**src/rtl/sandik_kilit.sv**
```systemverilog
// Sequential keypad safe: DIGITS-long code entry, retry counting, timed lockout, re-programming.
// Define SANDIK_THRESHOLD_EN to accept a digit when key >= stored digit instead of key == stored digit.
module sandik_kilit #(
  parameter int WIDTH       = 4,
  parameter int DIGITS      = 4,
  parameter int MAX_TRIES   = 3,
  parameter int LOCK_CYCLES = 8,
  parameter logic [WIDTH*DIGITS-1:0] RESET_CODE = 16'h1234
) (
  input  logic                               clk,
  input  logic                               rst,
  input  logic [WIDTH-1:0]                   key,
  input  logic                               key_valid,
  input  logic                               clr,
  input  logic                               lock_cmd,
  input  logic                               prog,
  output logic                               open,
  output logic                               locked_out,
  output logic                               err,
  output logic [$clog2(MAX_TRIES+1)-1:0]     tries_left
);

  localparam int CODE_W = WIDTH * DIGITS;
  localparam int IDX_W  = (DIGITS > 1) ? $clog2(DIGITS) : 1;
  localparam int CNT_W  = $clog2(LOCK_CYCLES + 1);
  localparam int TRY_W  = $clog2(MAX_TRIES + 1);

  // Handshake: key is consumed on every cycle key_valid=1; there is no backpressure.
  typedef enum logic [1:0] {
    S_CLOSED  = 2'd0,
    S_OPEN    = 2'd1,
    S_PROG    = 2'd2,
    S_LOCKOUT = 2'd3
  } state_t;

  state_t              state;
  logic [IDX_W-1:0]    idx;
  logic                mismatch;
  logic [CODE_W-1:0]   code;
  logic [CODE_W-1:0]   shadow;
  logic [CODE_W-1:0]   shadow_next;
  logic [CNT_W-1:0]    lock_cnt;
  logic [WIDTH-1:0]    cur_digit;
  logic                digit_ok;
  logic                last_digit;

  // Digit 0 is the first entered and sits in the most significant slice.
  always_comb begin
    cur_digit   = '0;
    shadow_next = shadow;
    for (int i = 0; i < DIGITS; i++) begin
      if (idx == IDX_W'(i)) begin
        cur_digit                                = code[WIDTH*(DIGITS-1-i) +: WIDTH];
        shadow_next[WIDTH*(DIGITS-1-i) +: WIDTH] = key;
      end
    end
  end

  assign last_digit = (idx == IDX_W'(DIGITS - 1));

`ifdef SANDIK_THRESHOLD_EN
  assign digit_ok = (key >= cur_digit);
`else
  assign digit_ok = (key == cur_digit);
`endif

  always_ff @(posedge clk) begin
    if (rst) begin
      state      <= S_CLOSED;
      idx        <= '0;
      mismatch   <= 1'b0;
      code       <= RESET_CODE;
      shadow     <= RESET_CODE;
      lock_cnt   <= '0;
      tries_left <= TRY_W'(MAX_TRIES);
      open       <= 1'b0;
      locked_out <= 1'b0;
      err        <= 1'b0;
    end else begin
      err <= 1'b0;
      case (state)
        S_CLOSED: begin
          if (clr) begin
            idx      <= '0;
            mismatch <= 1'b0;
          end else if (key_valid) begin
            if (last_digit) begin
              idx      <= '0;
              mismatch <= 1'b0;
              if (!mismatch && digit_ok) begin
                state      <= S_OPEN;
                open       <= 1'b1;
                tries_left <= TRY_W'(MAX_TRIES);
              end else begin
                err <= 1'b1;
                // Saturate at zero; reaching zero starts the lockout immediately.
                if (tries_left <= TRY_W'(1)) begin
                  tries_left <= '0;
                  state      <= S_LOCKOUT;
                  locked_out <= 1'b1;
                  lock_cnt   <= CNT_W'(LOCK_CYCLES);
                end else begin
                  tries_left <= tries_left - 1'b1;
                end
              end
            end else begin
              idx      <= idx + 1'b1;
              mismatch <= mismatch | ~digit_ok;
            end
          end
        end

        S_LOCKOUT: begin
          if (lock_cnt <= CNT_W'(1)) begin
            state      <= S_CLOSED;
            locked_out <= 1'b0;
            tries_left <= TRY_W'(MAX_TRIES);
          end else begin
            lock_cnt <= lock_cnt - 1'b1;
          end
        end

        S_OPEN: begin
          if (lock_cmd) begin
            state    <= S_CLOSED;
            open     <= 1'b0;
            idx      <= '0;
            mismatch <= 1'b0;
          end else if (prog) begin
            state <= S_PROG;
            idx   <= '0;
          end
        end

        S_PROG: begin
          // Aborting leaves code untouched; shadow is rebuilt on the next programming run.
          if (lock_cmd) begin
            state    <= S_CLOSED;
            open     <= 1'b0;
            idx      <= '0;
            mismatch <= 1'b0;
          end else if (clr) begin
            state <= S_OPEN;
            idx   <= '0;
          end else if (key_valid) begin
            shadow <= shadow_next;
            if (last_digit) begin
              code  <= shadow_next;
              state <= S_OPEN;
              idx   <= '0;
            end else begin
              idx <= idx + 1'b1;
            end
          end
        end

        default: begin
          state <= S_CLOSED;
        end
      endcase
    end
  end

endmodule

```
**config.mk**
```make
export PLATFORM = sky130hd
export DESIGN_NAME = sandik_kilit
export DESIGN_NICKNAME = d
export VERILOG_FILES = /design/src/rtl/sandik_kilit.sv
export SDC_FILE = /design/constraint.sdc
export NUM_CORES = 1
export LEC_CHECK = 0
export CAP_MARGIN = 25
export CORE_MARGIN = 5
export CORE_UTILIZATION = 56
export DETAILED_ROUTE_END_ITERATION = 7
export HOLD_SLACK_MARGIN = 0.02
export PLACE_DENSITY_LB_ADDON = 0.15
export SLEW_MARGIN = 20
export SYNTH_ARGS = -nofsm -noshare
export SYNTH_HDL_FRONTEND = slang
export SYNTH_SLANG_ARGS = --single-unit
```
**constraint.sdc**
```tcl
create_clock -name clk -period 4.3 [get_ports clk]
set_input_delay 0.645 -clock clk [delete_from_list [all_inputs] [get_ports clk]]
set_output_delay 0.645 -clock clk [all_outputs]
set_load 0.1 [all_outputs]
```
Yosys cells after proc, flatten, opt, wreduce, memory -nomap -nowiden
Index checks and enable logic that the tools add are counted.

Flip-flop bits (word level): 46. Logic and storage cells: 121. Input bits: 10. Memories: 0. RAM bits: 0. Memory bits (read-only): 0. Output and inout port bits: 5. Latch bits: 0.

Reductions and logical operators: 18. Multiplexer cells: 60. Add/subtract/negate cells: 3. Equality and inequality tests: 21. $mul: 0. Divide/modulo/power cells: 0. Shifts and indexed selects: 0. Bitwise logic cells: 7. Magnitude comparators: 2.

Operators with widths (number): $mux W4 (14); $mux W2 (24); $ne A2 B2 Y1 const B (8); $mux W1 (15); $reduce_and A7 Y1 (2); $reduce_and A5 Y1 (2); $ne A3 B3 Y1 const B (3); $eq A2 B2 Y1 const B (4); $ne A4 B4 Y1 const B (2); $pmux W2 S4 (1); $pmux W4 S2 (1); $reduce_and A8 Y1 (1); $not A1 Y1 (6); $pmux W1 S2 (3); $pmux W2 S3 (1); $reduce_and A6 Y1 (1); $reduce_or A5 Y1 (1); $eq A2 B1 Y1 const B (2); $eq A4 B4 Y1 (1); $le A4 B1 Y1 const B (1); $logic_not A2 Y1 (2); $pmux W2 S2 (1); $reduce_and A4 Y1 (1); $reduce_bool A2 Y1 (2); other kinds (12) (12).

Longest topological paths before layout
Depth in word-level cells: 12. Mapped depth: 11. Mapped depth without buffers: 8.

Worst setup path after synthesis
OpenSTA, ideal clock, no wires.

Path type: register -> register. Start point: register idx[1]. End point: register locked_out. Period minus slack after synthesis: 2513 ps. Setup slack: 1787 ps. Setup time: 62 ps. Stages on the path, launching flop included: 12. Buffers on the path: 3. Required time: 4238 ps. Arrival time: 2451 ps. Path through: dfxtp_1 -> inv_1 -> ha_1 -> buf_6 -> buf_2 -> nand3b_1 -> a221oi_1 -> xor2_1 -> or4_1 -> buf_2 -> or4_1 -> nand3_1.

Longest elaborated chain between the ends: 9. Elaborated cells on any way between the ends: 13. Those cells by class: eq/ne: 6; mux: 4; reduce/logical: 3.

Ends and longest elaborated chain: start: declaration (RTL line 37) `logic [IDX_W-1:0] idx;`; start signal: assignment (RTL line 107) `idx <= idx + 1'b1;`; start signal: assignment (RTL line 152) `idx <= idx + 1'b1;`; $logic_not A2 Y1 (RTL line 52) `if (idx == IDX_W'(i)) begin`; $mux W4 (4 in a row) (RTL line 52); $eq A4 B4 Y1 (RTL line 64) `assign digit_ok = (key == cur_digit);`; $logic_and A1 B1 Y1 (RTL line 90) `if (!mismatch && digit_ok) begin`; $ne A2 B2 Y1 (no line); $reduce_and A7 Y1 (no line) (*); end signal: assignment (RTL line 77) `locked_out <= 1'b0;`; end signal: assignment (RTL line 100) `locked_out <= 1'b1;`; end signal: assignment (RTL line 116) `locked_out <= 1'b0;`; end: declaration (RTL line 18) `output logic locked_out,`.

Mark *: on every way between the ends. The rest lies on a longest branch, timed or not. A chain may end at the register's enable or synchronous reset.

Final worst setup path
Start point: register idx[0]. End point: register lock_cnt[3].

Longest elaborated chain between the ends: 9. Elaborated cells on any way between the ends: 13. Those cells by class: eq/ne: 6; mux: 4; reduce/logical: 3.

Ends and longest elaborated chain: $logic_not A2 Y1 (RTL line 52); $mux W4 (4 in a row) (RTL line 52); $eq A4 B4 Y1 (RTL line 64); $logic_and A1 B1 Y1 (RTL line 90); $ne A2 B2 Y1 (no line); $reduce_and A7 Y1 (no line) (*); end signal: assignment (RTL line 101) `lock_cnt <= CNT_W'(LOCK_CYCLES);`; end signal: assignment (RTL line 119) `lock_cnt <= lock_cnt - 1'b1;`; end: declaration (RTL line 42) `logic [CNT_W-1:0] lock_cnt;`.

Marks and branches as above.

==> flow_summary.json <==
{
  "status": "finished clean",
  "vias": 1924,
  "slew_violations": 0,
  "grt_first_pass_wirelength_um": 8340,
  "clk_pin_slew_ps": 80,
  "async_reset_ff_share_pct": 0,
  "fill_cells": 348,
  "coreArea_um2": 4000,
  "tritoncts": "built",
  "p_per_area_nw_per_um2": 280,
  "syn_area_um2": 2310,
  "drtIter0Drc": 107,
  "rr_worst_depth": 7,
  "hold-worst-slack_ps": 456,
  "place_hpwl_um": 3410,
  "path_class": "flip-flop to flip-flop",
  "drive_above_1_share_pct": 6.14,
  "antenna_found_initial": 0,
  "ys.flop_type": "dfxtp_1",
  "die_h_um": 74.3,
  "grt_max_degree": 35,
  "cp_top_family": "compound AO/OA/AOI/OAI gates",
  "drt_wl_total_um": 4880,
  "max_stage_delay_ps": 640,
  "finalSetupViolations": 0,
  "cp_max_fo": 17,
  "max_freq_ghz": 0.331,
  "clock-sinks": 42,
  "synth_edf_count": 0,
  "clk_latency_ps": 290,
  "relSlewSlack_pct": 34.8,
  "io_buffers": 14,
  "path_depth": 7,
  "finClkSkew_ps": 5.31,
  "worstSetupStartpointType": "flip-flop",
  "gp_congestion": 0.777,
  "die_area_um2": 5520,
  "fin_crit_sh_pct": 70.4,
  "worstPathCellList": "ha_1, a211oi_1, a221oi_1, xor2_1, nor4_1, a21boi_1, a221oi_1",
  "grt_pass1_vias": 1787,
  "avgSynthCellArea_um2": 8.44,
  "rr_startpoint": "idx[0]",
  "min_period_ps": 3030,
  "finalPower_w": 0.000708,
  "syn_to_final_growth_pct": 9.14,
  "worst_hold_startpoint": "shadow[6]",
  "path_common_cell": "a221oi_1",
  "yosysUniqueCellTypes": 45,
  "peakVddDrop_mv": 0.181,
  "cp.required_ps": 4500,
  "diodes": 0,
  "rrSetupSlack_ps": 1270,
  "yosysTopAreaCellShare_pct": 36.3,
  "postCtsResizedCells": 0,
  "min_path_type": "flip-flop to flip-flop",
  "ys_ff_latch": 42,
  "tightest_slew_ps": 975,
  "grt_usage_pct": 19.1,
  "synth.area.top_cells": "dfxtp_1 36%, ha_1 5.9%, mux2i_1 5.6%, a211oi_1 5.2%, a21oi_1 4.1%",
  "regArea_um2": 841,
  "cpMaxStageDelayCell": "nor4_1",
  "synthCells": 274,
  "clk_root_buffer_cell": "clkbuf_8",
  "cts_setup_buffers": 0,
  "nNetsFinal": 297,
  "holdPathStages": 2,
  "worstHoldEndpoint": "shadow[6]",
  "first_pass_iters": 4,
  "tns_ps": 0,
  "ys_seq_area_share_pct": 36.3,
  "cts_hold_buf": 0,
  "multiInputGateArea_um2": 1310,
  "rr_endpoint": "lock_cnt[3]",
  "die_w_um": 74.3,
  "cts_buffers": 5,
  "initial_utilization_pct": 57.8,
  "rsz0062_at_grt": "no",
  "max_cap_viol_count": 0,
  "synthesis.nets": 295,
  "static-leakage-power_nw": 0.936,
  "vias_per_cell": 5.88,
  "ys_warn_count": 0,
  "htree_levels": 2,
  "io-pin-count": 15,
  "grt_overflow": 0,
  "drc": 0,
  "critPathArrivalTime_ps": 3220,
  "cp-end-kind": "flip-flop",
  "clk_path_buf_depth": 2,
  "fp-row-count": 23,
  "final_antenna_net_count": 0,
  "yosys.area.top_type": "dfxtp_1",
  "crit_buf_inv": 0,
  "post_drt_wl_per_cell_um": 14.9,
  "final_hold_viol_count": 0
}
stage by stage:
stage / worst slack (ps) / area (µm²) / cells / utilization, %
floorplan: 1790 / 2310 / 274 / -
global placement: 1440 / 2430 / 319 / 60.7
CTS: 1340 / 2520 / 327 / 63.1
global route: 972 / 2520 / 327 / 63.1
finish: 1270 / 2520 / 327 / 63.1
detailed placement: 1340 / 2430 / 319 / 60.7
routing by layer:
layer,vias up,track usage [%],part of all wire [%]
li1,984,-,-
met1,904,26.3,50
met2,30,29.7,45
met3,6,4.05,3.8
met4,0,6.52,1.1
met5,-,0,0
kinds of logic (layout without fill, tap and decap cells):
group | count (synthesis) | count (layout) | share of synthesized area (%)
AND/OR/NAND/NOR | 99 | 99 | 22.9
AO/OA/AOI/OAI | 68 | 68 | 20.4
flip-flops | 42 | 42 | 36.3
buffers and inverters | 37 | 40 | 7.14
multiplexers | 14 | 14 | 6.11
adder cells (fa/ha/maj) | 11 | 11 | 5.95
XOR/XNOR | 3 | 3 | 1.14
layout make-up:
cell class / count / share of cell area, %
flip-flops and latches: 42 / 33.3
well taps: 50 / 2.48
inverters: 15 / 2.23
multi-input cells: 195 / 51.8
clock inverters: 2 / 0.496
clock buffers: 6 / 3.27
repair buffers: 17 / 6.44
synthesized netlist by cell type, drive strengths merged (2+ instances only):
cell type,n
nor3,11
a221oi,3
nor3b,6
clkbuf,14
mux2i,13
nor2b,4
o31ai,4
nand2b,3
nor4,3
ha,11
inv,15
or4,2
and2,2
a21oi,19
and3,6
nor2,24
a211oi,17
a211o,9
buf,8
o21ai,6
o211ai,2
dfxtp,42
nand3b,6
nand3,10
xor2,3
nand2,18
sequential cells by signal, indices dropped and copies added (netlist names):
signal,count
err,1
idx,2
lock_cnt,4
mismatch,1
state,2
locked_out,1
shadow,12
open,1
tries_left,2
code,16
cell usage in the layout, fill, tap and decap left out, types with 2 or more instances in the layout:
cell type | synthesis | routed
nor3b_1 | 6 | 6
nand2b_1 | 3 | 3
xor2_1 | 3 | 3
and2_1 | 2 | 2
clkdlybuf4s50_1 | 0 | 14
dfxtp_1 | 42 | 42
a221oi_1 | 3 | 3
a21oi_1 | 19 | 19
o21ai_0 | 6 | 6
nand2_1 | 18 | 18
buf_4 | 1 | 3
or4_1 | 2 | 2
nor3_1 | 11 | 11
inv_1 | 15 | 15
clkbuf_8 | 0 | 6
mux2i_1 | 13 | 13
a211oi_1 | 16 | 16
o211ai_1 | 2 | 2
o31ai_1 | 4 | 4
nor2_1 | 24 | 24
nand3b_1 | 5 | 5
ha_1 | 11 | 11
nand3_1 | 10 | 10
a211o_1 | 9 | 9
nor2b_1 | 4 | 4
nor4_1 | 2 | 2
and3_1 | 6 | 6
how the worst max path moves through the flow:
stage | from | to | slack [ps]
floorplan | idx[1] | locked_out | 1790
global placement | key[0] | lock_cnt[3] | 1440
detailed placement | idx[0] | lock_cnt[3] | 1340
CTS | idx[0] | lock_cnt[3] | 1340
global route | idx[1] | lock_cnt[1] | 970
finish | idx[0] | lock_cnt[3] | 1270
worst reg2reg max path, cell delays in order, from the launching register on:
cell and delay (ps):
dfxtp_1 420, ha_1 570, a211oi_1 180, a221oi_1 370
xor2_1 170, nor4_1 640, a21boi_1 280, a221oi_1 300
power by group:
group / switching (W) / internal (W) / leakage [nW]
clock: 0.000135 / 0.000129 / 0.0472
sequential: 0.00000129 / 0.000390 / 0.339
combinational: 0.0000299 / 0.0000227 / 0.550
total: 0.000166 / 0.000541 / 0.936
No activity file was read; power rests on OpenSTA's default activity.
==> RTL edit, RTL diff (same settings) <==
Change the parameter `DIGITS` from 4 to 16.
--- a/src/rtl/sandik_kilit.sv
+++ b/src/rtl/sandik_kilit.sv
@@ -2,7 +2,7 @@
 // Define SANDIK_THRESHOLD_EN to accept a digit when key >= stored digit instead of key == stored digit.
 module sandik_kilit #(
   parameter int WIDTH       = 4,
-  parameter int DIGITS      = 4,
+  parameter int DIGITS      = 16,
   parameter int MAX_TRIES   = 3,
   parameter int LOCK_CYCLES = 8,
   parameter logic [WIDTH*DIGITS-1:0] RESET_CODE = 16'h1234
Behaviour: not the same (Yosys sat finds a counterexample within 10 cycles, from zero or initial values and one cycle with rst high).
==> RTL edit against the unedited design <==
Sequential power rose to 3.3 times the old value. Clock skew grew 0.0056 ns. Largest power group unchanged. Cell count grew to 3.3 times the old value. Wire length rose to 3.9 times the old value. Area after synthesis rose to 3.0 times the old value. Sequential cell count grew 98. Critical endpoint is now locked_out. Total power increased to 3.8 times the old value. Highest routed layer unchanged. Setup slack got worse by 0.70 ns. Critical path type unchanged. Design area grew to 3.1 times the old value.
==> RTL edit: results (changes against the unedited design) <==
** Clocking
- The H-tree depth was 4 (was 2).
- The insertion delay of the later-clocked pin in the worst-skew pair came to 0.42 ns (was 0.29 ns).
- Clock root cell :: sky130_fd_sc_hd__clkbuf_16 (was sky130_fd_sc_hd__clkbuf_8)

** Logic synthesis
- The average cell area after synthesis was 7.71 um2 (was 8.44 um2).
- Commonest cells in the netlist :: sky130_fd_sc_hd__nand2_1 (161), sky130_fd_sc_hd__dfxtp_1 (140), sky130_fd_sc_hd__nor2_1 (99), sky130_fd_sc_hd__a21oi_1 (91), sky130_fd_sc_hd__o21ai_0 (56) (was sky130_fd_sc_hd__dfxtp_1 (42), sky130_fd_sc_hd__nor2_1 (24), sky130_fd_sc_hd__a21oi_1 (19), sky130_fd_sc_hd__nand2_1 (18), sky130_fd_sc_hd__a211oi_1 (16))
- Largest cells by area after synthesis: sky130_fd_sc_hd__dfxtp_1 (40%), sky130_fd_sc_hd__nand2_1 (8.6%), sky130_fd_sc_hd__a21oi_1 (6.5%), sky130_fd_sc_hd__nor2_1 (5.3%), sky130_fd_sc_hd__mux2i_1 (4.8%) (was sky130_fd_sc_hd__dfxtp_1 (36%), sky130_fd_sc_hd__ha_1 (5.9%), sky130_fd_sc_hd__mux2i_1 (5.6%), sky130_fd_sc_hd__a211oi_1 (5.2%), sky130_fd_sc_hd__a21oi_1 (4.1%)).
- The proportion of synthesized chip area in sequential cells was 0.398 (was 0.363).

** Timing
- Worst Skew :: 0.0109 ns (was 0.00531 ns)

** Routing
- Detailed route wirelength on metal2 :: 8970 um (was 2210 um)
- The wire length on met1 was 8190 um (was 2430 um).
- Vias per std cell :: 6.04 (was 5.88)
- The number of search-and-repair iterations in the first detailed-routing pass was 6 (was 4).
- Violation count after the first detailed-routing iteration :: 604 (was 107)

** Global route
- Met3 GRT Util :: 0.0529 (was 0.0405)
- The met2 usage is 0.423 (was 0.297).
- Largest net degree at the start of global routing :: 105 (was 35)

** Final layout
- Number of standard cells in the final layout excluding fillers :: 1071 (was 327)
- The net count reported at finish is 908 (was 297).
- Count of fill cells added during filler insertion :: 1133 (was 348)

** Placed design
- Cell area after placement :: 7220 um2 (was 2430 um2)
- The last weighted congestion value of the routability-driven placer came to 0.904 (was 0.777).

** Critical path
- Maximum net fanout on the critical path :: 20 (was 17)
- Minimum setup slack among reg-to-reg paths :: 0.57 ns (was 1.27 ns)
- Worst Path Arrival :: 4.10 ns (was 3.22 ns)
- Slowest stage delay, CP :: 0.67 ns (was 0.64 ns)

** Run status
- Outcome :: finished clean (unchanged)
## RTL edit: final timing paths
| kind | startpoint | end | depth (start not counted) |
|---|---|---|---|
| worst max-delay path | idx[0] | locked_out | 11 |
| worst min register to register | code[2] | code[2] | 2 |
| worst min-delay path | code[2] | code[2] | 2 |
| worst max register to register | idx[0] | locked_out | 11 |
## RTL edit: cells by family (layout without fill, tap and decap cells)
kind of cell,Yosys count,in the layout,share of synthesized area
AND/OR/NAND/NOR,370,370,0.237
flip-flops,140,140,0.398
XOR/XNOR,2,2,0.00249
adder cells (fa/ha/maj),11,11,0.0196
buffers and inverters,101,88,0.0603
multiplexers,35,35,0.0500
AO/OA/AOI/OAI,253,253,0.233
## RTL edit: stage by stage
stage	utilization	setup WS [ns]	hold slack [ns]
floorplan	-	1.52	0.423
global placement	0.579	0.770	0.433
detailed placement	0.579	0.618	0.447
CTS	0.621	0.584	0.454
global route	0.621	0.288	0.471
finish	0.621	0.570	0.455
## RTL edit: worst max-delay path, delay by kind of cell (launching register included)
family                   cells  cell delay, ns
AO/OA/AOI/OAI                5            1.72
XOR/XNOR                     1            0.12
adder cells (fa/ha/maj)      1            0.50
buffers and inverters        2            0.42
flip-flops                   1            0.44
AND/OR/NAND/NOR              2            0.47
## RTL edit: cell type report
class,instances,share of cell area
multi-input cells,671,0.493
flip-flops and latches,140,0.362
clock buffers,25,0.0627
repair buffers,33,0.0378
well taps,172,0.0278
inverters,24,0.0116
clock inverters,6,0.00501
## RTL edit: power by group
group | switching [W] | internal, W | leakage (nW) | total, W
logic | 0.0000842 | 0.0000342 | 1.18 | 0.000118
registers | 0.00000221 | 0.00130 | 1.13 | 0.00130
clock network | 0.000527 | 0.000776 | 0.253 | 0.00130
total | 0.000613 | 0.00211 | 2.56 | 0.00272
